File: src/rtl/instr_fetch_unit.sv
// Fetch stage in front of the program ROM. It reads an opcode/operand pair, does an optional
// extra ROM data-read cycle, and issues the instruction to execute over a valid/ready handshake.
module instr_fetch_unit #(
    parameter int unsigned ROM_DEPTH  = 16,
    parameter int unsigned DATA_WIDTH = 16,
    parameter logic [7:0]  HALT_OP    = 8'hFF
) (
    input  logic                  clk,
    input  logic                  rst_n,
    input  logic                  start,
    output logic [DATA_WIDTH-1:0] addr,
    output logic                  rom_enable,
    output logic                  rom_read_data_enable,
    input  logic [DATA_WIDTH-1:0] read_opcode,
    input  logic [DATA_WIDTH-1:0] read_operand,
    input  logic [DATA_WIDTH-1:0] read_data,
    output logic                  instr_valid,
    input  logic                  instr_ready,
    output logic [DATA_WIDTH-1:0] instr_opcode,
    output logic [DATA_WIDTH-1:0] instr_operand,
    output logic [DATA_WIDTH-1:0] instr_data,
    output logic [DATA_WIDTH-1:0] instr_pc,
    input  logic                  branch_valid,
    input  logic [DATA_WIDTH-1:0] branch_target,
    output logic                  halted
);

    localparam int unsigned PC_WIDTH   = (ROM_DEPTH > 1) ? $clog2(ROM_DEPTH) : 1;
    localparam logic [7:0]  DATA_RD_OP = 8'h31;

    typedef enum logic [2:0] {
        IDLE,
        FETCH,
        DATA,
        ISSUE,
        HALT
    } state_t;

    state_t              state;
    logic [PC_WIDTH-1:0] pc;
    logic [PC_WIDTH-1:0] target_pc;

    assign target_pc = branch_target[PC_WIDTH-1:0];

    // Outputs are registered alongside the state they belong to, so addr/enables are
    // already valid during the FETCH/DATA cycle that uses them.
    always_ff @(posedge clk or negedge rst_n) begin
        if (!rst_n) begin
            state                <= IDLE;
            pc                   <= '0;
            addr                 <= '0;
            rom_enable           <= 1'b0;
            rom_read_data_enable <= 1'b0;
            instr_valid          <= 1'b0;
            instr_opcode         <= '0;
            instr_operand        <= '0;
            instr_data           <= '0;
            instr_pc             <= '0;
            halted               <= 1'b0;
        end else begin
            case (state)
                IDLE, HALT: begin
                    if (start) begin
                        state                <= FETCH;
                        addr                 <= DATA_WIDTH'(pc);
                        rom_enable           <= 1'b1;
                        rom_read_data_enable <= 1'b0;
                        halted               <= 1'b0;
                    end
                end

                FETCH: begin
                    if (branch_valid) begin
                        state <= FETCH;
                        pc    <= target_pc;
                        addr  <= DATA_WIDTH'(target_pc);
                    end else begin
                        instr_opcode  <= read_opcode;
                        instr_operand <= read_operand;
                        instr_pc      <= DATA_WIDTH'(pc);
                        instr_data    <= '0;
                        pc            <= pc + PC_WIDTH'(1);
                        if (read_opcode[15:8] == DATA_RD_OP) begin
                            state                <= DATA;
                            addr                 <= DATA_WIDTH'(pc);
                            rom_read_data_enable <= 1'b1;
                        end else begin
                            state       <= ISSUE;
                            rom_enable  <= 1'b0;
                            instr_valid <= 1'b1;
                        end
                    end
                end

                DATA: begin
                    rom_read_data_enable <= 1'b0;
                    if (branch_valid) begin
                        state <= FETCH;
                        pc    <= target_pc;
                        addr  <= DATA_WIDTH'(target_pc);
                    end else begin
                        state       <= ISSUE;
                        instr_data  <= read_data;
                        rom_enable  <= 1'b0;
                        instr_valid <= 1'b1;
                    end
                end

                ISSUE: begin
                    // A redirect wins over both the normal refetch and the HALT transition.
                    if (branch_valid) begin
                        state       <= FETCH;
                        pc          <= target_pc;
                        addr        <= DATA_WIDTH'(target_pc);
                        rom_enable  <= 1'b1;
                        instr_valid <= 1'b0;
                    end else if (instr_ready) begin
                        instr_valid <= 1'b0;
                        if (instr_opcode[15:8] == HALT_OP) begin
                            state  <= HALT;
                            halted <= 1'b1;
                        end else begin
                            state      <= FETCH;
                            addr       <= DATA_WIDTH'(pc);
                            rom_enable <= 1'b1;
                        end
                    end
                end

                default: begin
                    state                <= IDLE;
                    rom_enable           <= 1'b0;
                    rom_read_data_enable <= 1'b0;
                    instr_valid          <= 1'b0;
                    halted               <= 1'b0;
                end
            endcase
        end
    end

endmodule

File: config.mk
export PLATFORM = sky130hd
export DESIGN_NAME = instr_fetch_unit
export DESIGN_NICKNAME = d
export VERILOG_FILES = /design/src/rtl/instr_fetch_unit.sv
export SDC_FILE = /design/constraint.sdc
export NUM_CORES = 1
export LEC_CHECK = 0
export CAP_MARGIN = 20
export CORE_UTILIZATION = 40
export CTS_CLUSTER_DIAMETER = 40
export DETAILED_ROUTE_END_ITERATION = 6
export GPL_ROUTABILITY_DRIVEN = 0
export PLACE_DENSITY = 0.8
export SYNTH_ARGS = -nofsm -noshare
export SYNTH_HDL_FRONTEND = slang
export SYNTH_SLANG_ARGS = --single-unit
File: constraint.sdc
create_clock -name clk -period 3.75 [get_ports clk]
set_clock_uncertainty 0.1 [all_clocks]
set_input_delay 0.75 -clock clk [delete_from_list [all_inputs] [get_ports clk]]
set_output_delay 0.75 -clock clk [all_outputs]
set_load 0.01 [all_outputs]
==> results.toml, run 1 <==
[power]
ir_drop_v = 0.000401
power_leakage_nw = 1.90
power.density_nw_per_um2 = 819

[worst_setup_path]
path_class = "input port to flip-flop"
worstRegToRegCells = 4
slowest_delay_ps = 920
path_cells = "clkdlybuf4s50_1 > nand4b_1 > nor3_2 > a211oi_2 > o31a_2 > mux2_4"
crit_path_max_fanout = 16
r2r_slack_ps = 1590
cp.depth = 6
rr_startpoint = "state[2]"
startpoint = "branch_valid"
crit_end = "addr[3]"
critPathRequiredTime_ps = 3880
crit_buf_inv = 1
cp-end-kind = "flip-flop"
cp_data_arrival_time_ps = 2890
crit_family = "buffers and inverters"
r2r-end = "addr[3]"
slowest_stage = "clkdlybuf4s50_1"
start_kind = "input port"

[placed_design]
portBuffers = 116
dp_hpwl_um = 5160

[cells_and_area]
post-route-util = 0.610
regArea_um2 = 1680
multi_input_area_um2 = 1220
syn2layout_area_growth_pct = 45.1
diodes = 0
fin_nets = 425
fill_cells = 587
drive_gt1_frac = 0.200

[floorplanning]
io_pins = 153
die_w_um = 89.7
coreArea_um2 = 7330
initial_utilization = 0.420
die_y_um = 89.7
die-area_um2 = 8050
rows = 31

[logic_synthesis]
synth.most_common_cell = "dfrtp_1"
syn_inst = 236
ys_warn_count = 0
yosysTopAreaCell = "dfrtp_1"
syn-cell-area_um2 = 3080
yosysSeqAreaShare = 0.544
synth_edf_count = 0
synth_common_cells = "dfrtp_1, mux2_2, buf_4"
synth-main-ff-cell = "dfrtp_1"
ys_top_cells_by_area = "dfrtp_1, mux2_2, buf_4"
synth.top_cell.area_share = 0.544
async_reset_ff_frac = 1.00
synth_cell_types = 39
synth.avg_cell_area_um2 = 13.0
ys_ff_latch = 67

[cts]
cts_htree_levels = 3
clk-insertion-delay-late_ps = 340
cts_sinks = 67
clkTransAtPathRegs_ps = 80
clockBufferDepth = 2
cts_setup_buffers = 0
clockRootBuffer = "clkbuf_8"
hold_buffers = 0
cts_resized = 0
cts_tree = "built"
cts_buffers = 9

[timing]
finalCritPeriodShare = 0.736
worst_slew_pin_slew_ps = 767
max_freq_mhz = 362
setup_viol = 0
rsz0062_at_grt = "no"
slew_headroom = 0.489
tns_ps = 0
final-max-slew-violation-count = 0
period_needed_ps = 2760
hold_violations = 0

[global_route]
grt-ovfl-total = 0
antenna_found_initial = 0
grt_pass1_wl_um = 12100
grt_pass1_vias = 2385
grt_max_degree = 36
grt_usage = 0.190

[detailed_routing]
via_count = 2256
drc = 0
ant_nets = 0
wl_um = 7200
vias_per_cell = 4.92
wl_per_cell_um = 15.7
drtIter0Drc = 102
first_pass_iters = 4

[min_path]
min_path_type = "input port to async pin"

[job]
drv_cap = 0

[status]
status = "completed"
worst min-delay path by stage:
stage	startpoint	end	slack (ps)	cells past startpoint
2_1_floorplan	rst_n	addr[0]	350	0
3_3_place_gp	instr_operand[14]	instr_operand[14]	370	1
3_5_place_dp	instr_data[10]	instr_data[10]	380	1
4_1_cts	rst_n	instr_pc[1]	400	1
5_1_grt	instr_data[14]	instr_data[14]	420	1
6_report	rst_n	instr_pc[1]	370	1
cells in the final DEF (no fill, tap or decap), types with 4 or more instances in the layout:
cell type,n
a21oi_1,10
a22o_1,16
clkbuf_8,10
clkdlybuf4s50_1,115
conb_1,24
dfrtp_1,67
mux2_2,38
mux2_4,4
nand2_1,8
nor2_1,10
o21ai_0,6
state kept, by name, summed over array words and instances, names as in the netlist, 3 cells and up:
name and cells:
instr_opcode 16, state 3, addr 4, instr_data 16, pc 4, instr_pc 4
instr_operand 16
per-stage QoR:
step                      hold slack (ps)  worst slack, ps  cells  cell area, µm²  power, W
after global placement                373              736    442            4210   0.00286
after global routing                  416              885    459            4470   0.00386
after CTS                             398             1000    458            4460   0.00369
after floorplan                       354             1570    259            3170   0.00217
after detailed placement              380              657    442            4210   0.00292
final                                 369              988    459            4470   0.00366
power by group:
part	internal (W)	switching (W)
clock	0.000461	0.000293
combinational	0.000971	0.000661
sequential	0.00103	0.000240
total	0.00247	0.00119
layout make-up:
class	count	share of cell area
flip-flops and latches	67	0.375
well taps	99	0.0277
clock buffers	10	0.0308
repair buffers	120	0.266
inverters	3	0.00252
multi-input cells	154	0.273
clock inverters	6	0.0249
worst reg2reg max path, stage by stage, from the launching register on:
cell and delay, ps:
dfrtp_1 700, nor2b_1 280, a211oi_2 350, o31a_2 300, mux2_4 320
routing by layer:
metal	part of all wire	vias to the layer above	wire [µm]	track usage
met4	0.017	0	121	0.0847
met2	0.52	92	3730	0.326
met5	0	-	0	0
li1	-	1040	-	-
met1	0.40	1112	2900	0.222
met3	0.063	12	451	0.0525
cell families (layout without fill, tap and decap cells):
| group | after synthesis | in the layout | synth area share |
|---|---|---|---|
| flops | 67 | 67 | 0.544 |
| compound gates | 46 | 46 | 0.111 |
| mux | 46 | 46 | 0.172 |
| buf+inv | 38 | 139 | 0.0878 |
| simple gates | 37 | 37 | 0.0792 |
| fa+ha+maj | 1 | 1 | 0.00406 |
| other cells | 1 | 24 | 0.00122 |
Note: power is estimated with default switching activity, not from simulation.
==> inputs of run 2 (changes only) <==
--- a/config.mk
+++ b/config.mk
@@ -6,11 +6,11 @@
 export NUM_CORES = 1
 export LEC_CHECK = 0
 export CAP_MARGIN = 20
-export CORE_UTILIZATION = 40
+export CORE_UTILIZATION = 36
 export CTS_CLUSTER_DIAMETER = 40
 export DETAILED_ROUTE_END_ITERATION = 6
 export GPL_ROUTABILITY_DRIVEN = 0
-export PLACE_DENSITY = 0.8
+export PLACE_DENSITY = 0.76
 export SYNTH_ARGS = -nofsm -noshare
 export SYNTH_HDL_FRONTEND = slang
 export SYNTH_SLANG_ARGS = --single-unit
==> constraint.sdc (replaced) <==
create_clock -name clk -period 2.3 [get_ports clk]
set_clock_uncertainty 0.1 [all_clocks]
set_input_delay 0.46 -clock clk [delete_from_list [all_inputs] [get_ports clk]]
set_output_delay 0.46 -clock clk [all_outputs]
set_load 0.01 [all_outputs]
==> results.toml, run 2 (synthesized netlist as in run 1, its figures left out) <==
[status]
status = "completed"

[placed_design]
dp_hpwl_um = 5160
portBuffers = 116
post_dp_cell_area_um2 = 4320
place_ws_ps = -180

[power]
switchingPower_w = 0.00194
power.share.clock = 0.200
ir_drop_v = 0.000611
comb_power_share = 0.456
power.density_nw_per_um2 = 1320
p_int_w = 0.00409
swShare = 0.322
seq_power_share = 0.345
power_leakage_nw = 1.97

[cells_and_area]
layout_commonest_cell = "clkdlybuf4s50_1"
top_regs = "instr_data (16), instr_opcode (16), instr_operand (16)"
syn2layout_area_growth_pct = 48.8
fin_nets = 437
diodes = 0
final_cell_mix = "clkdlybuf4s50_1, dfrtp_1, mux2_2"
fill_cells = 691
post-route-util = 0.555
fin_area_um2 = 4580
drive_gt1_frac = 0.226

[timing]
worst_slew_pin_slew_ps = 611
worst_slack_ps = 198
setup_viol = 0
final-max-slew-violation-count = 0
finalCritPeriodShare = 0.914
hold_violations = 0
max_freq_mhz = 476
rsz0062_at_grt = "no"
slew_headroom = 0.593
period_needed_ps = 2100

[detailed_routing]
via_count = 2299
first_pass_iters = 4
vias_per_cell = 4.82
routed.top_layer = "met4"
wl_per_cell_um = 15.2
drc = 0
ant_nets = 0
wl_um = 7250
wirelength_met1_um = 3060
routed-wl-met3_um = 405
met2WireLength_um = 3680
drtIter0Drc = 59

[cts]
clkTransAtPathRegs_ps = 80
cts_buffers = 9
cts_sinks = 67
hold_buffers = 0
cts_htree_levels = 3
cts_setup_buffers = 0
cts_resized = 0
cts_tree = "built"
clk-insertion-delay-late_ps = 330
clockRootBuffer = "clkbuf_8"
clockBufferDepth = 2

[floorplanning]
die-area_um2 = 8930
initial_utilization = 0.373
rows = 33
die_y_um = 94.5
io_pins = 153
coreArea_um2 = 8260
die_w_um = 94.5

[worst_setup_path]
start_kind = "input port"
path_class = "input port to flip-flop"
cp_data_arrival_time_ps = 2220
slowest_stage = "clkdlybuf4s50_1"
slowest_delay_ps = 440
worstRegToRegCells = 4
r2r-end = "addr[0]"
critPathRequiredTime_ps = 2410
rr_startpoint = "state[2]"
crit_buf_inv = 1
crit_path_max_fanout = 4
crit_family = "simple AND/OR/NAND/NOR gates"
path_cells = "clkdlybuf4s50_1 > nor4b_2 > nand4_1 > nor3_1 > o31a_2 > mux2_4"
cp-end-kind = "flip-flop"
r2r_slack_ps = 310

[global_route]
grt_pass1_wl_um = 11200
grt_pass1_vias = 2316
antenna_found_initial = 0
grt-ovfl-total = 0
grt_usage = 0.165
grt_max_degree = 68

[min_path]
min_path_type = "input port to async pin"

[job]
drv_cap = 0
-- run 2: cell types whose count changed in the layout (fill, tap and decap cells not counted), sizes merged --
cell,change
clkinv,+2
clkinvlp,-1
inv,-1
buf,+12
-- run 2: layer usage --
layer  vias to the layer above  global-route usage
li1                       1069                   -
met2                        79               0.269
met5                         -                   0
met4                         0              0.0720
met3                        10              0.0475
met1                      1141               0.202
-- run 2: power by group through the flow --
stage               logic (W)  registers [W]  clock network (W)
floorplan             0.00134        0.00220                  0
global placement      0.00270        0.00207                  0
detailed placement    0.00275        0.00210                  0
CTS                   0.00278        0.00208            0.00124
global route          0.00294        0.00215            0.00129
finish                0.00275        0.00208            0.00120
-- run 2: cell type report --
type | count | area [µm²] | share of cell area
Sequential cell | 67 | 1680 | 0.366
Timing Repair Buffer | 132 | 1290 | 0.282
Multi-Input combinational cell | 154 | 1220 | 0.266
Clock buffer | 10 | 138 | 0.0300
Tap cell | 105 | 131 | 0.0287
Clock inverter | 6 | 113 | 0.0246
Inverter | 3 | 11.3 | 0.00246
-- run 2: metrics by stage --
step	setup TNS, ps	hold slack [ps]	cells	total power (W)
after floorplan	0	64.4	259	0.00354
after global placement	-2010	374	460	0.00477
after detailed placement	-3270	379	460	0.00485
after CTS	0	41.1	476	0.00610
after global routing	0	53.1	477	0.00638
final	0	27.8	477	0.00603
-- run 2: worst max-delay path by stage --
stage / slack [ps] / to / from / cells after the start
after CTS: 170 / instr_data[13] / branch_valid / 4
final: 200 / addr[0] / read_opcode[9] / 6
after floorplan: 410 / addr[0] / read_opcode[9] / 5
after global routing: 140 / addr[1] / read_opcode[9] / 6
after global placement: -110 / instr_data[1] / branch_valid / 4
after detailed placement: -180 / instr_data[14] / branch_valid / 4
